## config.mk

```make
export PLATFORM = sky130hd
export DESIGN_NAME = robm_cmd_sched_flat
export DESIGN_NICKNAME = d
export VERILOG_FILES = /design/src/rtl/robm_cmd_sched_if.sv /design/src/rtl/robm_cmd_sched.sv /design/src/flat_wrapper.sv
export SDC_FILE = /design/constraint.sdc
export NUM_CORES = 1
export LEC_CHECK = 0
export ABC_AREA = 1
export CAP_MARGIN = 20
export CORE_ASPECT_RATIO = 0.9
export CORE_MARGIN = 8
export CORE_UTILIZATION = 50
export CTS_BUF_LIST = sky130_fd_sc_hd__clkbuf_16
export DETAILED_ROUTE_END_ITERATION = 10
export PLACE_DENSITY = 0.79
export SYNTH_ARGS = -nofsm -noshare
export SYNTH_HDL_FRONTEND = slang
export SYNTH_SLANG_ARGS = --single-unit
```

## constraint.sdc

```tcl
create_clock -name clk -period 2.1 [get_ports clk]
set_input_delay 0.525 -clock clk [delete_from_list [all_inputs] [get_ports clk]]
set_output_delay 0.525 -clock clk [all_outputs]
set_load 0.02 [all_outputs]
```

## src/rtl/robm_cmd_sched_if.sv

```systemverilog
// robm command scheduler bus: requester side, robm x/y side, status.
// master drives requests and y; slave is the scheduler.
interface robm_cmd_sched_if #(
  parameter int XW = 12,
  parameter int YW = 10
);
  logic          req0;
  logic [XW-1:0] cmd0;
  logic          req1;
  logic [XW-1:0] cmd1;
  logic          gnt0;
  logic          gnt1;
  logic          owner;
  logic          busy;
  logic [XW-1:0] x_out;
  logic [YW-1:0] y_in;
  logic          done;
  logic          timeout;
  logic [YW-1:0] ymask;

  modport master (
    output req0, cmd0, req1, cmd1, y_in,
    input  gnt0, gnt1, owner, busy,
    input  x_out, done, timeout, ymask
  );

  modport slave (
    input  req0, cmd0, req1, cmd1, y_in,
    output gnt0, gnt1, owner, busy,
    output x_out, done, timeout, ymask
  );
endinterface

```

## src/rtl/robm_cmd_sched.sv

```systemverilog
// Round-robin command scheduler driving robm x inputs and
// watching y5 for completion or timeout.
module robm_cmd_sched #(
  parameter int XW   = 12,
  parameter int YW   = 10,
  parameter int HOLD = 1,
  parameter int TMO  = 200
) (
  input logic               clk,
  input logic               rst,
  robm_cmd_sched_if.slave   bus
);

  typedef enum logic [1:0] {
    IDLE,
    DRIVE,
    WAIT
  } state_t;

  state_t        state;
  logic [XW-1:1] cmd_reg;
  logic [3:0]    hold_cnt;
  logic [7:0]    wait_cnt;
  logic          done_pend;
  logic          pick1;
  logic          y5;

  // tie goes to whoever did not own the last transaction
  assign pick1 = bus.req1 & (~bus.req0 | ~bus.owner);
  assign y5    = bus.y_in[4];

  always_ff @(posedge clk or negedge rst) begin
    if (!rst) begin
      state       <= IDLE;
      cmd_reg     <= '0;
      hold_cnt    <= '0;
      wait_cnt    <= '0;
      done_pend   <= 1'b0;
      bus.gnt0    <= 1'b0;
      bus.gnt1    <= 1'b0;
      bus.owner   <= 1'b0;
      bus.busy    <= 1'b0;
      bus.x_out   <= '0;
      bus.done    <= 1'b0;
      bus.timeout <= 1'b0;
      bus.ymask   <= '0;
    end else begin
      bus.gnt0    <= 1'b0;
      bus.gnt1    <= 1'b0;
      bus.done    <= 1'b0;
      bus.timeout <= 1'b0;
      unique case (state)
        IDLE: begin
          if (bus.req0 | bus.req1) begin
            state     <= DRIVE;
            bus.busy  <= 1'b1;
            hold_cnt  <= 4'(HOLD - 1);
            bus.ymask <= '0;
            done_pend <= 1'b0;
            if (pick1) begin
              bus.gnt1  <= 1'b1;
              bus.owner <= 1'b1;
              cmd_reg   <= bus.cmd1[XW-1:1];
              bus.x_out <= bus.cmd1;
            end else begin
              bus.gnt0  <= 1'b1;
              bus.owner <= 1'b0;
              cmd_reg   <= bus.cmd0[XW-1:1];
              bus.x_out <= bus.cmd0;
            end
          end
        end
        DRIVE: begin
          bus.ymask <= bus.ymask | bus.y_in;
          if (y5) done_pend <= 1'b1;
          if (hold_cnt == 4'd0) begin
            state     <= WAIT;
            wait_cnt  <= '0;
            // drop x1 so robm parks in s1 once it returns
            bus.x_out <= {cmd_reg, 1'b0};
          end else begin
            hold_cnt <= hold_cnt - 4'd1;
          end
        end
        WAIT: begin
          bus.ymask <= bus.ymask | bus.y_in;
          if (y5 | done_pend) begin
            state     <= IDLE;
            bus.done  <= 1'b1;
            bus.busy  <= 1'b0;
            bus.x_out <= '0;
          end else if (wait_cnt == 8'(TMO - 1)) begin
            state       <= IDLE;
            bus.timeout <= 1'b1;
            bus.busy    <= 1'b0;
            bus.x_out   <= '0;
          end else begin
            wait_cnt <= wait_cnt + 8'd1;
          end
        end
        default: state <= IDLE;
      endcase
    end
  end

endmodule

```

## src/flat_wrapper.sv

```systemverilog
// flat-port wrapper written by rule: the top's interface ports become plain ports
module robm_cmd_sched_flat 
#(
  parameter int XW   = 12,
  parameter int YW   = 10,
  parameter int HOLD = 1,
  parameter int TMO  = 200
)
  (clk, rst, bus_req0, bus_cmd0, bus_req1, bus_cmd1, bus_y_in, bus_gnt0, bus_gnt1, bus_owner, bus_busy, bus_x_out, bus_done, bus_timeout, bus_ymask);
  robm_cmd_sched_if #(.XW(XW), .YW(YW)) bus_i ();
  input logic clk;
  input logic rst;
  input wire logic [$bits(bus_i.req0)-1:0] bus_req0;
  input wire logic [$bits(bus_i.cmd0)-1:0] bus_cmd0;
  input wire logic [$bits(bus_i.req1)-1:0] bus_req1;
  input wire logic [$bits(bus_i.cmd1)-1:0] bus_cmd1;
  input wire logic [$bits(bus_i.y_in)-1:0] bus_y_in;
  output wire logic [$bits(bus_i.gnt0)-1:0] bus_gnt0;
  output wire logic [$bits(bus_i.gnt1)-1:0] bus_gnt1;
  output wire logic [$bits(bus_i.owner)-1:0] bus_owner;
  output wire logic [$bits(bus_i.busy)-1:0] bus_busy;
  output wire logic [$bits(bus_i.x_out)-1:0] bus_x_out;
  output wire logic [$bits(bus_i.done)-1:0] bus_done;
  output wire logic [$bits(bus_i.timeout)-1:0] bus_timeout;
  output wire logic [$bits(bus_i.ymask)-1:0] bus_ymask;
  assign bus_i.req0 = bus_req0;
  assign bus_i.cmd0 = bus_cmd0;
  assign bus_i.req1 = bus_req1;
  assign bus_i.cmd1 = bus_cmd1;
  assign bus_i.y_in = bus_y_in;
  assign bus_gnt0 = bus_i.gnt0;
  assign bus_gnt1 = bus_i.gnt1;
  assign bus_owner = bus_i.owner;
  assign bus_busy = bus_i.busy;
  assign bus_x_out = bus_i.x_out;
  assign bus_done = bus_i.done;
  assign bus_timeout = bus_i.timeout;
  assign bus_ymask = bus_i.ymask;
  robm_cmd_sched #(.XW(XW), .YW(YW), .HOLD(HOLD), .TMO(TMO)) u_core (.clk(clk), .rst(rst), .bus(bus_i));
endmodule
```

=== Yosys cells after proc, flatten, opt, wreduce, memory -nomap -nowiden ===
Cells that the tools add are included.

* Add/sub/neg operators: 2
* Multiply operators: 0
* Divide/modulo/power cells: 0
* $lt $le $gt $ge: 0
* Equal/unequal tests: 10
* Shifts and indexed selects: 0
* Muxes and demuxes: 39
* Bitwise operators: 7
* Reduce and logical (&&, ||, !) cells: 16

{| class="wikitable"
|+ Operators by type and width
! cell !! number
|-
| $mux W12 || 5
|-
| $pmux W12 S3 || 1
|-
| $mux W8 || 3
|-
| $pmux W10 S2 || 1
|-
| $mux W1 || 16
|-
| $pmux W8 S2 || 1
|-
| $reduce_and A3 Y1 || 4
|-
| $mux W11 || 1
|-
| $mux W10 || 1
|-
| $or A10 B10 Y10 || 1
|-
| $add A8 B1 Y8 const B || 1
|-
| $eq A8 B8 Y1 const B || 1
|-
| $mux W2 || 4
|-
| $mux W4 || 2
|-
| $ne A2 B2 Y1 const B || 4
|-
| $pmux W4 S2 || 1
|-
| $reduce_and A4 Y1 || 2
|-
| $reduce_bool A2 Y1 || 4
|-
| $pmux W2 S3 || 1
|-
| $logic_not A4 Y1 || 1
|-
| $ne A2 B1 Y1 const B || 2
|-
| $pmux W1 S2 || 2
|-
| $reduce_and A2 Y1 || 2
|-
| $sub A4 B1 Y4 const B || 1
|-
| 9 further kinds || 12
|}

* Bits in registers: 54
* Bits in latches: 0
* RAM bits: 0
* ROM bits: 0
* Memories: 0

=== Logic depth before layout (Yosys ltp) ===
* Word-level depth: 6
* Gate-level depth with buffers: 9
* Mapped depth without buffers: 9

=== Worst setup path before layout ===
OpenSTA, ideal clock, no wires.

* Kind: flip-flop to flip-flop
* From: reg u_core.state[0]
* To: reg u_core.bus.x_out[10]
* Setup time: 117 ps
* Arrival: 1328 ps
* Required time: 1983 ps
* Slack: 655 ps
* Stages on the path, launching flop included: 10
* Buffers on the path: 1
* Clock period less this slack: 1445 ps
* Path through: dfrtp_1 inv_1 ha_1 nand2_4 inv_4 nor2_8 nand3_4 buf_6 nand2_1 nand2_1

* Word-level cells in the longest chain between the ends: 3
* Elaborated cells on any way between the ends: 9
* Those cells by class: eq/ne (5); mux (1); reduce/logical (3)

{| class="wikitable"
|+ Ends and longest elaborated chain
! element !! RTL line !! RTL
|-
| start: declaration || robm_cmd_sched.sv:20 || <nowiki>state_t state;</nowiki>
|-
| start signal: assignment || robm_cmd_sched.sv:34 || <nowiki>state <= IDLE;</nowiki>
|-
| start signal: assignment || robm_cmd_sched.sv:55 || <nowiki>state <= DRIVE;</nowiki>
|-
| start signal: assignment || robm_cmd_sched.sv:77 || <nowiki>state <= WAIT;</nowiki>
|-
| $eq A2 B2 Y1 (tied with other cells) || robm_cmd_sched.sv:52 || <nowiki>unique case (state)</nowiki>
|-
| $ne A3 B1 Y1 (no source line) (tied with other cells) || n/a ||
|-
| $reduce_and A4 Y1 (no source line) || n/a ||
|-
| end signal: assignment || robm_cmd_sched.sv:64 || <nowiki>bus.x_out <= bus.cmd1;</nowiki>
|-
| end signal: assignment || robm_cmd_sched.sv:69 || <nowiki>bus.x_out <= bus.cmd0;</nowiki>
|-
| end signal: assignment || robm_cmd_sched.sv:80 || <nowiki>bus.x_out <= {cmd_reg, 1'b0};</nowiki>
|-
| end: declaration || robm_cmd_sched_if.sv:30 || <nowiki>output x_out, done, timeout, ymask</nowiki>
|}

Parallel ways exist; a longest one is shown, timed or not.
A chain may end at the register's enable or synchronous reset.

=== Worst setup path after layout ===
* From: reg u_core.state[0]
* To: reg u_core.bus.ymask[6]

* Word-level cells in the longest chain between the ends: 4
* Elaborated cells on any way between the ends: 8
* Those cells by class: eq/ne (3); mux (1); reduce/logical (4)

{| class="wikitable"
|+ Ends and longest elaborated chain
! element !! RTL line !! RTL
|-
| $eq A2 B1 Y1 / $eq A2 B2 Y1 (equally long branches) || robm_cmd_sched.sv:52 ||
|-
| $reduce_or A2 Y1 (no source line) || n/a ||
|-
| $reduce_bool A2 Y1 (no source line) || n/a ||
|-
| $reduce_and A2 Y1 (no source line) || n/a ||
|-
| end signal: assignment || robm_cmd_sched.sv:74 || <nowiki>bus.ymask <= bus.ymask | bus.y_in;</nowiki>
|-
| end signal: assignment || robm_cmd_sched.sv:86 || <nowiki>bus.ymask <= bus.ymask | bus.y_in;</nowiki>
|-
| end: declaration || robm_cmd_sched_if.sv:30 ||
|}

Parallel ways exist; a longest one is shown, timed or not.

==> results.cfg <==
[setup_path]
r2r_slack_ps = 220
slowest_stage = dfrtp_1
cp-startpoint = u_core.state[0]$_DFFE_PN0P_
critPathLaunchType = register
cp-endpoint = u_core.bus.ymask[6]$_DFFE_PN0P_
cp-end-kind = register
worstPathMaxFanout = 13
worst_ep_required_time_ps = 2300
reg2reg_depth = 6
worstPathArrival_ps = 2080
cp_slowest_stage_delay_ps = 450
path_cells = inv_1 -> ha_1 -> inv_2 -> o21ai_2 -> nand2_1 -> a21oi_1
r2r_start = u_core.state[0]$_DFFE_PN0P_
r2r_end = u_core.bus.ymask[6]$_DFFE_PN0P_
critPathKind = reg2reg

[floorplan]
io_pins = 66
row_count = 27
core_um2 = 5980
die_w_um = 98.0
dieArea_um2 = 8810
die_h_um = 89.8
start_util_pct = 50.7

[timing]
finClkSkew_ps = 4.74
finalCritPeriodShare_pct = 89.5
fin_tns_setup_ps = 0
fmax_mhz = 532
finalHoldViolations = 0
relSlewSlack_pct = 71.4
setup_violations = 0
rsz0062_at_grt = false
post-route-min-period_ps = 1880
worst_slew_pin_slew_ps = 430
setup_slack_ps = 221
slew_violations = 0

[cts]
cts_hold_buffers = 0
ctsResizeCount = 0
clockBufferDepth = 2
clock-sinks = 54
postCtsSetupBuffers = 0
clk_pin_slew_ps = 70
htreeDepth = 2
cts_root_buf = clkbuf_16
clock_latency_ps = 290
cts_tree = done
cts_buffers = 5

[global_routing]
gr-total-overflow = 0
grtUsageTotal_pct = 17.6
grt_pass1_wl_um = 12800
grt_max_degree = 25
antenna_found_initial = 0
first_global_vias = 2723

[place]
post-place-ws_ps = 51.6
place.gp.congestion = 0.814
hpwlAfterDp_um = 5540
port_buffers = 65

[routing]
wire_per_inst_um = 14.2
drtPass1Iterations = 4
wl_um = 7420
drt_iter0_drc = 166
drcViolationCount = 0
vias = 2666
antenna_left = 0
vias_per_cell = 5.12

[worst_hold_path]
hp-class = in2async

[final_layout]
drive_above_1_share_pct = 10.9
fillCellCount = 494
area_growth_pct = 28.4
nNetsFinal = 494
diodes = 0
largest_reg_flops = 12

[power]
p_leak_nw = 1.99
powerDensity_nw_per_um2 = 1460
irDropWorstVdd_mv = 0.664

[yosys]
syn-cell-area_um2 = 3030
yosysUniqueCellTypes = 35
yosys_warnings = 0
seq_area_frac_synth_pct = 44.6
synth.largest_area_cell = dfrtp_1
avgSynthCellArea_um2 = 7.99
ys_seq_elements = 54
synthCells = 379
syn_nets = 424
synth_top_area_share_pct = 44.6
ys_top_cells_by_area = dfrtp_1 (45%), nand2_1 (17%), nand3_1 (5.1%)

[flow_run]
drv_cap = 0

[status]
outcome = finished, final reports clean
==> routing by layer <==
metal / wire, um / part of all wire, % / track usage [%]
met1: 3320 / 45 / 21.8
met2: 3470 / 47 / 29.2
met3: 518 / 7.0 / 4.47
met4: 111 / 1.5 / 5.84
met5: 0 / 0 / 0
==> final cells by class <==
class	instances	area, um^2	share of cell area (%)
Sequential cell	54	1350	34.7
Timing Repair Buffer	74	713	18.3
Tap cell	72	90.1	2.32
Inverter	42	160	4.12
Clock inverter	2	33.8	0.869
Clock buffer	5	125	3.22
Multi-Input combinational cell	272	1420	36.4
==> cell families after synthesis <==
group	after synthesis	synth area share, %
xor+xnor	1	0.289
fa+ha+maj	7	2.89
compound gates	36	6.82
simple gates	228	36.7
buf+inv	53	8.67
flops	54	44.6
==> cell usage in the layout, fill, tap and decap left out, types with 7 or more instances in the layout <==
master,n
dfrtp_1,54
a21oi_1,12
buf_4,9
nand3b_1,11
ha_1,7
clkdlybuf4s50_1,64
nand2_1,141
inv_1,35
nand3_1,31
nor2_1,13
o21ai_0,16
==> stage by stage <==
stage                     cells  hold WS (ps)  util (%)  cell area [um^2]  total power [mW]
after floorplan             379           229         -              3030              3.79
after global placement      514           467      62.4              3730              4.69
after detailed placement    514           465      62.4              3730              4.77
after CTS                   521           172      65.0              3890              5.70
after global routing        521           182      65.0              3890              6.13
final                       521           160      65.0              3890              5.67
==> worst max-delay path, delay by kind of cell (launching register included) <==
kind                     cells  cell delay, ps
AND/OR/NAND/NOR              1             100
buffers and inverters        2             270
flip-flops                   1             450
AO/OA/AOI/OAI                2             560
adder cells (fa/ha/maj)      1             400
==> worst min-delay path by stage <==
stage	start	endpoint	slack, ps	cells after the start
detailed placement	u_core.bus.x_out[1]$_DFFE_PN0P_	u_core.bus.x_out[1]$_DFFE_PN0P_	470	2
finish	rst	u_core.hold_cnt[1]$_DFFE_PN0P_	160	1
global route	rst	u_core.hold_cnt[2]$_DFFE_PN0P_	180	1
global placement	u_core.cmd_reg[6]$_DFFE_PN0P_	u_core.cmd_reg[6]$_DFFE_PN0P_	470	2
CTS	rst	u_core.hold_cnt[2]$_DFFE_PN0P_	170	1
floorplan	rst	u_core.bus.busy$_DFFE_PN0P_	230	0
==> Yosys cell counts <==
cell       number
nor2_2          2
inv_4           1
ha_1            7
nand2_4         5
nor2_1         13
nor2_4          4
nand3_4         1
or2_4           1
clkbuf_8        1
a2bb2oi_1       1
dfrtp_1        54
nand3_2         2
o21ai_2         2
o21ai_1         2
a21oi_4         1
a21oi_1        12
nor2_8          2
nand3_1        31
o21ai_0        16
nand2_2         6
buf_6           5
nor3_1          1
inv_1          35
o22ai_1         1
xor2_1          1
or2_1           1
nor3b_1         3
inv_2           6
buf_2           2
nand4_1         4
clkbuf_4        1
nand2_1       141
buf_4           2
nand3b_1       11
o21bai_1        1
==> power breakdown <==
part / switching, mW / internal, mW
Clock: 0.344 / 0.552
Sequential: 0.266 / 1.48
Combinational: 1.85 / 1.18
Power figures use the tool's default switching activity.
